### config.mk
export PLATFORM = sky130hd
export DESIGN_NAME = mc6809_bus_target_flat
export DESIGN_NICKNAME = d
export VERILOG_FILES = /design/src/rtl/mc6809_bus_target_if.sv /design/src/rtl/mc6809_bus_target.sv /design/src/flat_wrapper.sv
export SDC_FILE = /design/constraint.sdc
export NUM_CORES = 1
export LEC_CHECK = 0
export CAP_MARGIN = 5
export CORE_UTILIZATION = 45
export CTS_CLUSTER_SIZE = 14
export DETAILED_ROUTE_END_ITERATION = 16
export PLACE_DENSITY = 0.84
export SLEW_MARGIN = 20
export SYNTH_ARGS = -nofsm -noshare
export SYNTH_HDL_FRONTEND = slang
export SYNTH_SLANG_ARGS = --single-unit
### constraint.sdc
create_clock -name CLK -period 4 [get_ports CLK]
set_input_delay 0.4 -clock CLK [delete_from_list [all_inputs] [get_ports CLK]]
set_output_delay 0.4 -clock CLK [all_outputs]
set_load 0.05 [all_outputs]
### src/rtl/mc6809_bus_target_if.sv
// CPU-side bus strobes plus the req/ack link to the backing memory, as seen by
// the 6809 bus target. The slave modport is the target; master is its environment.
interface mc6809_bus_target_if #(
  parameter int SIZE_LOG2 = 15
);
  logic                 riseQ;
  logic                 riseE;
  logic                 fallE;
  logic                 BA;
  logic [15:0]          ADDR;
  logic                 RnW;
  logic [7:0]           Din;
  logic [7:0]           Dout;
  logic                 SEL;
  logic                 MRDY;
  logic                 mem_req;
  logic                 mem_we;
  logic [SIZE_LOG2-1:0] mem_addr;
  logic [7:0]           mem_wdata;
  logic [7:0]           mem_rdata;
  logic                 mem_ack;
  logic                 timeout_err;

  modport slave (
    input  riseQ, riseE, fallE, BA, ADDR, RnW, Din, mem_rdata, mem_ack,
    output Dout, SEL, MRDY, mem_req, mem_we, mem_addr, mem_wdata, timeout_err
  );

  modport master (
    output riseQ, riseE, fallE, BA, ADDR, RnW, Din, mem_rdata, mem_ack,
    input  Dout, SEL, MRDY, mem_req, mem_we, mem_addr, mem_wdata, timeout_err
  );
endinterface

### src/rtl/mc6809_bus_target.sv
// Decodes 6809 bus cycles in an address window and bridges them to a slow memory
// over req/ack, stretching the CPU cycle via MRDY and recovering from a hung memory.
module mc6809_bus_target #(
  parameter logic [15:0] BASE      = 16'h0000,
  parameter int          SIZE_LOG2 = 15,
  parameter int          TIMEOUT   = 255
) (
  input  logic               CLK,
  input  logic               RESET,
  mc6809_bus_target_if.slave bus
);

  localparam int            CW       = $clog2(TIMEOUT + 1);
  localparam logic [CW-1:0] CNT_LAST = CW'(TIMEOUT - 1);
  localparam logic [CW-1:0] CNT_MAX  = CW'(TIMEOUT);

  typedef enum logic [2:0] {IDLE, RD_REQ, WR_WAIT, WR_REQ, HOLD} state_e;

  state_e               state_q, state_d;
  logic [CW-1:0]        cnt_q, cnt_d;
  logic                 mem_we_q, mem_we_d;
  logic [SIZE_LOG2-1:0] mem_addr_q, mem_addr_d;
  logic [7:0]           mem_wdata_q, mem_wdata_d;
  logic [7:0]           dout_q, dout_d;
  logic                 terr_q, terr_d;
  logic                 sel;
  logic                 in_req;
  logic                 rd_start;

  function automatic logic [CW-1:0] sat_inc(input logic [CW-1:0] v);
    return (v == CNT_MAX) ? v : v + 1'b1;
  endfunction

  // Shifting both sides handles SIZE_LOG2 == 16, where the whole map is the window.
  assign sel      = ((bus.ADDR >> SIZE_LOG2) == (BASE >> SIZE_LOG2)) && !bus.BA;
  assign in_req   = (state_q == RD_REQ) || (state_q == WR_REQ);
  assign rd_start = bus.riseQ && sel && bus.RnW;

  assign bus.SEL         = sel;
  assign bus.MRDY        = !(rd_start || (bus.riseE && (state_q == WR_WAIT)) || in_req);
  assign bus.mem_req     = in_req;
  assign bus.mem_we      = mem_we_q;
  assign bus.mem_addr    = mem_addr_q;
  assign bus.mem_wdata   = mem_wdata_q;
  assign bus.Dout        = dout_q;
  assign bus.timeout_err = terr_q;

  always_comb begin
    state_d     = state_q;
    cnt_d       = cnt_q;
    mem_we_d    = mem_we_q;
    mem_addr_d  = mem_addr_q;
    mem_wdata_d = mem_wdata_q;
    dout_d      = dout_q;
    terr_d      = terr_q;
    unique case (state_q)
      IDLE: begin
        if (bus.riseQ && sel) begin
          mem_addr_d = bus.ADDR[SIZE_LOG2-1:0];
          cnt_d      = '0;
          if (bus.RnW) begin
            mem_we_d = 1'b0;
            state_d  = RD_REQ;
          end else begin
            state_d  = WR_WAIT;
          end
        end
      end
      WR_WAIT: begin
        if (bus.riseE) begin
          mem_wdata_d = bus.Din;
          mem_we_d    = 1'b1;
          cnt_d       = '0;
          state_d     = WR_REQ;
        end
      end
      RD_REQ, WR_REQ: begin
        // An ack landing on the last allowed cycle still counts as a good completion.
        if (bus.mem_ack) begin
          state_d = HOLD;
          if (state_q == RD_REQ) dout_d = bus.mem_rdata;
        end else if (cnt_q == CNT_LAST) begin
          state_d = HOLD;
          terr_d  = 1'b1;
          if (state_q == RD_REQ) dout_d = 8'hFF;
        end else begin
          cnt_d = sat_inc(cnt_q);
        end
      end
      HOLD: begin
        if (bus.fallE) state_d = IDLE;
      end
      default: state_d = IDLE;
    endcase
  end

  always_ff @(posedge CLK) begin
    if (RESET) begin
      state_q     <= IDLE;
      cnt_q       <= '0;
      mem_we_q    <= 1'b0;
      mem_addr_q  <= '0;
      mem_wdata_q <= 8'h00;
      dout_q      <= 8'hFF;
      terr_q      <= 1'b0;
    end else begin
      state_q     <= state_d;
      cnt_q       <= cnt_d;
      mem_we_q    <= mem_we_d;
      mem_addr_q  <= mem_addr_d;
      mem_wdata_q <= mem_wdata_d;
      dout_q      <= dout_d;
      terr_q      <= terr_d;
    end
  end

endmodule

### src/flat_wrapper.sv
// flat-port wrapper written by rule: the top's interface ports become plain ports
module mc6809_bus_target_flat 
#(
  parameter logic [15:0] BASE      = 16'h0000,
  parameter int          SIZE_LOG2 = 15,
  parameter int          TIMEOUT   = 255
)
  (CLK, RESET, bus_riseQ, bus_riseE, bus_fallE, bus_BA, bus_ADDR, bus_RnW, bus_Din, bus_mem_rdata, bus_mem_ack, bus_Dout, bus_SEL, bus_MRDY, bus_mem_req, bus_mem_we, bus_mem_addr, bus_mem_wdata, bus_timeout_err);
  mc6809_bus_target_if #(.SIZE_LOG2(SIZE_LOG2)) bus_i ();
  input  logic CLK;
  input  logic RESET;
  input wire logic [$bits(bus_i.riseQ)-1:0] bus_riseQ;
  input wire logic [$bits(bus_i.riseE)-1:0] bus_riseE;
  input wire logic [$bits(bus_i.fallE)-1:0] bus_fallE;
  input wire logic [$bits(bus_i.BA)-1:0] bus_BA;
  input wire logic [$bits(bus_i.ADDR)-1:0] bus_ADDR;
  input wire logic [$bits(bus_i.RnW)-1:0] bus_RnW;
  input wire logic [$bits(bus_i.Din)-1:0] bus_Din;
  input wire logic [$bits(bus_i.mem_rdata)-1:0] bus_mem_rdata;
  input wire logic [$bits(bus_i.mem_ack)-1:0] bus_mem_ack;
  output wire logic [$bits(bus_i.Dout)-1:0] bus_Dout;
  output wire logic [$bits(bus_i.SEL)-1:0] bus_SEL;
  output wire logic [$bits(bus_i.MRDY)-1:0] bus_MRDY;
  output wire logic [$bits(bus_i.mem_req)-1:0] bus_mem_req;
  output wire logic [$bits(bus_i.mem_we)-1:0] bus_mem_we;
  output wire logic [$bits(bus_i.mem_addr)-1:0] bus_mem_addr;
  output wire logic [$bits(bus_i.mem_wdata)-1:0] bus_mem_wdata;
  output wire logic [$bits(bus_i.timeout_err)-1:0] bus_timeout_err;
  assign bus_i.riseQ = bus_riseQ;
  assign bus_i.riseE = bus_riseE;
  assign bus_i.fallE = bus_fallE;
  assign bus_i.BA = bus_BA;
  assign bus_i.ADDR = bus_ADDR;
  assign bus_i.RnW = bus_RnW;
  assign bus_i.Din = bus_Din;
  assign bus_i.mem_rdata = bus_mem_rdata;
  assign bus_i.mem_ack = bus_mem_ack;
  assign bus_Dout = bus_i.Dout;
  assign bus_SEL = bus_i.SEL;
  assign bus_MRDY = bus_i.MRDY;
  assign bus_mem_req = bus_i.mem_req;
  assign bus_mem_we = bus_i.mem_we;
  assign bus_mem_addr = bus_i.mem_addr;
  assign bus_mem_wdata = bus_i.mem_wdata;
  assign bus_timeout_err = bus_i.timeout_err;
  mc6809_bus_target #(.BASE(BASE), .SIZE_LOG2(SIZE_LOG2), .TIMEOUT(TIMEOUT)) u_core (.CLK(CLK), .RESET(RESET), .bus(bus_i));
endmodule
**Yosys cells after proc, flatten, opt, wreduce, memory -nomap -nowiden**

Cells that the tools add are included.

- Bits in registers: 44
- Input port bits: 40
- Output and inout port bits: 36
- Word-level logic and storage cells: 66

- Add/subtract/negate cells: 1
- Eq/ne operators: 14
- Muxes and demuxes: 21
- Bitwise operators: 1
- Reduce and logical (&&, ||, !) cells: 22

Operators by type and width:

| operator | number |
|---|---|
| $mux 8 | 9 |
| $pmux 8 s3 | 1 |
| $eq 8x8->1 const B | 2 |
| $logic_not 16->1 | 1 |
| $mux 3 | 5 |
| $ne 2x2->1 const B | 6 |
| $pmux 3 s4 | 1 |
| $add 8x1->8 const B | 1 |
| $reduce_and 4->1 | 2 |
| $eq 3x2->1 const B | 2 |
| $reduce_and 3->1 | 2 |
| $reduce_and 6->1 | 1 |
| $logic_and 1x1->1 | 4 |
| $reduce_and 2->1 | 2 |
| $reduce_bool 2->1 | 2 |
| $eq 3x1->1 const B | 1 |
| $eq 3x3->1 const B | 1 |
| $logic_not 3->1 | 1 |
| $logic_or 1x1->1 | 3 |
| $mux 1 | 3 |
| $ne 3x2->1 const B | 1 |
| $reduce_bool 3->1 | 1 |
| $logic_not 1->1 | 2 |
| $mux 2 | 1 |
| 4 further kinds | 4 |

**Longest topological paths before layout**

Gate-level depths: netlist of run 1.

- Depth in word-level cells: 7
- Mapped depth: 6
- Mapped depth without buffers: 6

**Worst setup path after synthesis of run 1**

OpenSTA, ideal clock, no wires.

- Path type: register -> output
- Start: register u_core.state_q[0]
- End: output port bus_MRDY
- Arrival: 2.131 ns
- Data required time: 3.600 ns
- Path slack: 1.469 ns
- Cell stages (with the launch flop): 4
- Path buffers: 1
- Cell sequence: dfxtp_1 -> clkbuf_1 -> nor3_1 -> a311oi_1

- Cells in the longest elaborated chain, start to end: 5
- Elaborated cells between the ends (all ways): 8
- Those cells by class: 3 x eq/ne; 5 x reduce/logical

Ends and longest elaborated chain:

| what | RTL line | source |
|---|---|---|
| start, declared | mc6809_bus_target.sv:19 | `state_e state_q, state_d;` |
| start signal, assigned | mc6809_bus_target.sv:107 | `state_q <= state_d;` |
| $eq 3x2->1 | mc6809_bus_target.sv:40 | `assign bus.MRDY = !(rd_start \|\| (bus.riseE && (state_q == WR_WAIT)) \|\| in_req);` |
| $logic_and 1x1->1 | mc6809_bus_target.sv:40 |  |
| $logic_or 1x1->1 | mc6809_bus_target.sv:40 |  |
| $logic_or 1x1->1 (*) | mc6809_bus_target.sv:40 |  |
| $logic_not 1->1 (*) | mc6809_bus_target.sv:40 |  |
| end, declared | flat_wrapper.sv:23 | `output wire logic [$bits(bus_i.MRDY)-1:0] bus_MRDY;` |

Every way passes the cells marked *; elsewhere a longest branch is shown, timed or not.

**Worst setup path in the final report of run 1**

Same ends and word-level chain as after synthesis.

==> metrics.md, run 1 <==
| Metric | Value |
|---|---|
| Period utilisation layout | 68.7% |
| Vias per cell | around 5.3 |
| Syn_nets | 268 |
| Area of placed instances | 2580 sq um |
| CTS buffer count | 5 |
| Grt ovf | 0 |
| Critical path class | reg -> out |
| Leak | 0.897 nW |
| Antenna cell count | 0 |
| Die H | 65.9 um |
| Max Clk Rate | 364 MHz |
| Setup Fix Bufs, Post-CTS | 0 |
| IO Count | 76 |
| Max Cap Violations | 0 |
| Cell area after synthesis | 1840 sq um |
| Setup Skew | around 0.0056 ns |
| RSZ-0062 raised after global routing | no |
| Setup crit start kind | flip-flop |
| Worst EP required | between 3 and 4 ns |
| Slew HR | between 30% and 40% |
| Endpoints failing setup | 0 |
| Synthesized instance count | approximately 230 |
| GRT Total Usage | roughly 22% |
| Antenna Nets Post-Route | 0 |
| Core Region | 3800 sq um |
| Worst-Skew Late Latency | between 0.2 and 0.3 ns |
| Critical path arrival | 2.35 ns |
| Outcome | complete, no violations |
| Via count | roughly 1800 |
| Worst Hold Class | reg -> reg |
| Vias in the first global route | about 1600 |
| Final core occ | a little over 70% |
| Synthesis-to-finish area growth | 45.5% |
| #FFs+latches synth | 44 |
| Crit path largest cell delay | 0.85 ns |
| CTS H-tree depth | 2 |
| Post-synthesis sequential area ratio | ~48% |
| Crit-path slowest cell | clkdlybuf4s50_1 |
| CTS hold repair buffers | 0 |
| Min Clock Period, post-route | 2.75 ns |
| Design Area, Final | ~2700 sq um |
| Die width | ~66 um |
| Nets | 336 |
| # fillers | 298 |
| Row cnt | 22 |
| Largest net degree at the start of global routing | 53 |
| Root Buffer | clkbuf_8 |
| Die Area | ~4300 sq um |
| Initial Util | about half |
| Peak VDD IR | about 230 uV |
| Measured slew at the worst slew-check pin | between 0.9 and 1 ns |
| RePlAce Congestion | roughly 0.8 |
| Setup TNS | 0 ns |
| Synthesis Warnings | 0 |
| Post-CTS Resized | 0 |
| CTS max path bufs | 2 |
| CP max FO | 17 |
| Hpwl dp | ~3000 um |
| Initial antenna violation count | 0 |
| First-pass GRT wire length | about 7300 um |
| Register area | roughly 880 sq um |
| Multi-input logic area | slightly below 900 sq um |
| Crit-path cells | nor3_1, buf_4, a311oi_1, clkdlybuf4s50_1 |
| Yosys cell types | 34 |
| Residual DRC | 0 |
| DRT iter0 DRCs | 107 |
| Fraction of layout instances using a drive strength above 1 | under 10% |
| Clock Sinks | 44 |
| CTS tree | done |
| PD cells | around 350 nW/um^2 |
| Final WL | about 4500 um |
| CP Capture Type | primary output |
| Reg clk slew, reported paths | 0.08 ns |
| Final Slew Violations | 0 |
| I/O Buffers | 75 |
| Syn avg cell area | 8.13 sq um |
| DR pass1 iterations | 4 |
| Hold Vio Cnt, Final | 0 |
| Post-DR wirelength/cell | between 10 and 15 um |
-- critical path, delay by kind of cell (launching register included) --
kind | cells | cell delay (ns)
buf+inv | 2 | 1.04
flops | 1 | 0.66
simple gates | 1 | 0.11
compound gates | 1 | 0.24
-- final cells by class --
cell class,count,area share [%]
inverter,3,0.421
tap,48,2.25
multi-input combinational,164,32.9
clock buffer,8,3.37
timing repair buffer,76,28.2
sequential,44,32.9
-- where the power goes --
group / leakage, nW / switching, mW / internal [mW]
combinational: 0.495 / 0.101 / 0.0753
sequential: 0.356 / 0.0126 / 0.452
clock: 0.0455 / 0.142 / 0.141
total: 0.897 / 0.256 / 0.668
-- cells in the final DEF, fill, tap and decap left out, types with 4 or more instances in the layout --
master | synthesis | layout
a31oi_1 | 5 | 5
nor4b_1 | 9 | 9
dfxtp_1 | 44 | 44
nor2_1 | 15 | 15
clkdlybuf4s50_1 | 0 | 74
clkbuf_8 | 0 | 6
a21oi_1 | 39 | 39
nand3_1 | 11 | 11
a311oi_1 | 4 | 4
nand2_1 | 51 | 51
-- stage by stage --
stage / hold slack [ns] / instances / setup slack [ns] / power, mW
2_1_floorplan: 0.469 / 226 / 1.47 / 0.575
3_3_place_gp: 0.441 / 335 / 1.37 / 0.650
3_5_place_dp: 0.446 / 335 / 1.35 / 0.651
4_1_cts: 0.456 / 343 / 1.27 / 0.929
5_1_grt: 0.476 / 343 / 1.13 / 0.966
6_report: 0.454 / 343 / 1.25 / 0.924
-- final timing paths --
path	end	slack [ns]	cells after the start	start
min	u_core.bus.mem_addr[4]	0.45	2	u_core.bus.mem_addr[4]
min reg2reg	u_core.bus.mem_addr[4]	0.45	2	u_core.bus.mem_addr[4]
max reg2reg	u_core.bus.mem_addr[8]	1.97	4	u_core.state_q[1]
max	bus_MRDY	1.25	4	u_core.state_q[0]
-- synth_stat cells --
master | number | area share, %
or4b_4 | 1 | 0.75
and4_1 | 1 | 0.48
a311oi_1 | 4 | 1.9
nand3_1 | 11 | 3.0
o211ai_1 | 1 | 0.41
or4b_1 | 2 | 1.1
o21ai_0 | 3 | 0.82
buf_2 | 2 | 0.54
or3b_2 | 1 | 0.48
o21bai_1 | 1 | 0.41
and3_1 | 1 | 0.34
a31oi_1 | 5 | 1.7
nor4b_1 | 9 | 4.3
a21oi_1 | 39 | 11
nand2_1 | 51 | 10
ha_1 | 2 | 1.4
buf_6 | 1 | 0.61
dfxtp_1 | 44 | 48
or3_1 | 1 | 0.34
nand4_1 | 2 | 0.68
a211oi_1 | 1 | 0.41
nor3b_2 | 1 | 0.68
nor3_1 | 1 | 0.27
o21ai_2 | 1 | 0.48
or2_2 | 1 | 0.34
a211o_1 | 1 | 0.48
nor2b_1 | 1 | 0.34
nand2b_1 | 3 | 1.0
nor2_1 | 15 | 3.1
and2_1 | 2 | 0.68
inv_1 | 3 | 0.61
a221oi_1 | 1 | 0.48
clkbuf_1 | 12 | 2.5
nor3_2 | 1 | 0.54
-- cells by family after synthesis --
| logic type | share of synthesized area [%] |
|---|---|
| AOI/OAI and AO/OA | 17.7 |
| adders and majority gates | 1.36 |
| buffers and inverters | 4.22 |
| DFF | 47.9 |
| and+or+nand+nor | 28.8 |
-- flip-flops by register name, summed over array words and instances (netlist names) --
signal,cells
u_core.bus.mem_we,1
u_core.bus.mem_wdata,8
u_core.bus.mem_addr,15
u_core.cnt_q,8
u_core.bus.Dout,8
u_core.state_q,3
u_core.bus.timeout_err,1
-- layer usage --
metal	track usage, %	vias up	part of all wire (%)
met1	26.8	813	46
li1	-	925	-
met2	35.5	54	47
met4	8.70	0	2.2
met5	0	-	0
met3	5.00	10	5.2
Power figures use the tool's default switching activity.
==> run 2, diff against run 1 <==
- CORE_UTILIZATION: 45 -> 42
- PLACE_DENSITY: 0.84 -> 0.79
- clock period: 4 -> 2.7 ns (I/O delays scaled with it)
==> metrics.md, run 2 (synthesized netlist as in run 1, its figures left out) <==
| Metric | Value |
|---|---|
| I/O Buffers | 75 (unchanged) |
| Worst Hold Class | reg -> reg (unchanged) |
| Reg clk slew, reported paths | 0.08 ns (about the same) |
| Commonest non-fill, non-tap cells in the layout | clkdlybuf4s50_1 (73), nand2_1 (51), dfxtp_1 (44) (was clkdlybuf4s50_1 (74), nand2_1 (51), dfxtp_1 (44)) |
| Die H | 68.2 um (was 65.9 um) |
| Slew HR | 40.3% (was 39.4%) |
| Via count | 1820 (was 1802) |
| Grt ovf | 0 (unchanged) |
| Hold Vio Cnt, Final | 0 (unchanged) |
| Setup TNS | 0 ns (unchanged) |
| Crit-path cells | nor2b_1, clkdlybuf4s50_1 (was nor3_1, buf_4, a311oi_1, clkdlybuf4s50_1) |
| Initial Util | 45.0% (was 48.4%) |
| Final Slew Violations | 0 (unchanged) |
| CTS max path bufs | 2 (unchanged) |
| Vias in the first global route | 1668 (was 1634) |
| Clock Sinks | 44 (unchanged) |
| Worst path bufs/invs | 1 (was 2) |
| Post-DR wirelength/cell | 13.5 um (was 13.0 um) |
| Antenna cell count | 0 (unchanged) |
| Setup crit start kind | flip-flop (unchanged) |
| Max Clk Rate | between 400 and 500 MHz |
| Setup Fix Bufs, Post-CTS | 0 (unchanged) |
| CP max FO | 17 (unchanged) |
| Antenna Nets Post-Route | 0 (unchanged) |
| Fin Hold WS | 0.455 ns (was 0.454 ns) |
| RSZ-0062 raised after global routing | no (unchanged) |
| CTS H-tree depth | 2 (unchanged) |
| GRT Total Usage | 21.5% (about the same) |
| Family with the most delay on the worst path | buffers and inverters (unchanged) |
| Peak VDD IR | 304 uV (was 225 uV) |
| PD cells | 506 nW/um^2 (was 345 nW/um^2) |
| Fin cells | 345 (was 343) |
| Vias per cell | 5.28 (was 5.25) |
| Nets | 337 (was 336) |
| Commonest non-fill, non-tap cell in the layout | clkdlybuf4s50_1 (unchanged) |
| Initial antenna violation count | 0 (unchanged) |
| Row cnt | 23 (was 22) |
| Placed cell count | 338 (was 335) |
| Die width | 68.2 um (was 65.9 um) |
| Die Area | 4650 sq um (was 4340 sq um) |
| Worst-Skew Late Latency | 0.30 ns (was 0.29 ns) |
| Register area | 881 sq um (unchanged) |
| First-pass GRT wire length | 7320 um (was 7290 um) |
| Worst EP required | 2.43 ns (was 3.60 ns) |
| Endpoints failing setup | 0 (unchanged) |
| Pre-CTS WS | 0.468 ns (was 1.35 ns) |
| DR pass1 iterations | 4 (unchanged) |
| Post-CTS Resized | 0 (unchanged) |
| Largest net degree at the start of global routing | 53 (unchanged) |
| CTS tree | done (unchanged) |
| CTS hold repair buffers | 0 (unchanged) |
| Final WL | 4640 um (was 4450 um) |
| Period utilisation layout | about nine tenths |
| Leak | 0.897 nW (about the same) |
| Root Buffer | clkbuf_8 (unchanged) |
| Fraction of layout instances using a drive strength above 1 | 5.76% (was 4.75%) |
| Crit-path slowest cell | clkdlybuf4s50_1 (unchanged) |
| Critical path class | reg -> out (unchanged) |
| Min setup slack post-route | 0.292 ns (was 1.25 ns) |
| Synthesis-to-finish area growth | 45.5% (about the same) |
| Critical path arrival | 2.14 ns (was 2.35 ns) |
| RePlAce Congestion | 0.764 (was 0.802) |
| Outcome | complete, no violations (unchanged) |
| Max Cap Violations | 0 (unchanged) |
| Area of placed instances | 2590 sq um (was 2580 sq um) |
| Tot Pwr | 1.35 mW (was 0.924 mW) |
| IO Count | 76 (unchanged) |
| Setup Skew | 0.00475 ns (was 0.00563 ns) |
| # fillers | 362 (was 298) |
| Final core occ | 65.4% (was 70.4%) |
| CTS buffer count | 5 (unchanged) |
| CP Capture Type | primary output (unchanged) |
| Min Clock Period, post-route | around 2.4 ns |
| Residual DRC | 0 (unchanged) |
| Multi-input logic area | 880 sq um (unchanged) |
| Crit path largest cell delay | 0.86 ns (was 0.85 ns) |
| Hpwl dp | 3220 um (was 3090 um) |
| DRT iter0 DRCs | 188 (was 107) |
| Largest register FFs | 15 (unchanged) |
| Measured slew at the worst slew-check pin | 0.895 ns (was 0.904 ns) |
| Design Area, Final | 2670 sq um (was 2680 sq um) |
| Core Region | 4090 sq um (was 3800 sq um) |
[run 2: final timing paths]
check / startpoint / endpoint / slack, ns / cells after the start
setup reg to reg: u_core.state_q[0] / u_core.cnt_q[3] / 0.76 / 4
hold / removal: u_core.bus.mem_addr[2] / u_core.bus.mem_addr[2] / 0.46 / 2
hold reg to reg: u_core.bus.mem_addr[2] / u_core.bus.mem_addr[2] / 0.46 / 2
setup / recovery: u_core.state_q[0] / bus_mem_req / 0.29 / 2
[run 2: cell type report]
cell class | instances | area share (%)
multi-input combinational | 164 | 32.9
sequential | 44 | 32.9
clock inverter | 2 | 0.468
tap | 50 | 2.34
clock buffer | 5 | 2.57
timing repair buffer | 77 | 28.4
inverter | 3 | 0.421
[run 2: worst reg2reg max path: cells and delay by family (launching register included)]
family	cells	cell delay, ns
and+or+nand+nor	2	0.88
AOI/OAI and AO/OA	2	0.34
DFF	1	0.66
[run 2: report_power, final]
part           total (mW)  internal [mW]  switching (mW)
Combinational       0.264          0.112           0.152
Sequential          0.689          0.670          0.0192
Clock               0.402          0.175           0.226
Total                1.35          0.957           0.397
[run 2: metal layers]
metal | track usage [%] | vias to the layer above | wire [um]
li1 | - | 924 | -
met1 | 26.2 | 820 | 2030
met2 | 33.2 | 69 | 2210
met3 | 7.83 | 7 | 317
met4 | 10.4 | 0 | 80
met5 | 0 | - | 0
==> run 3, diff against run 2 <==
- SKIP_LAST_GASP: unset -> 1
==> results of run 3 <==
No change in the layout: final DEF, timing and power equal those of run 2.
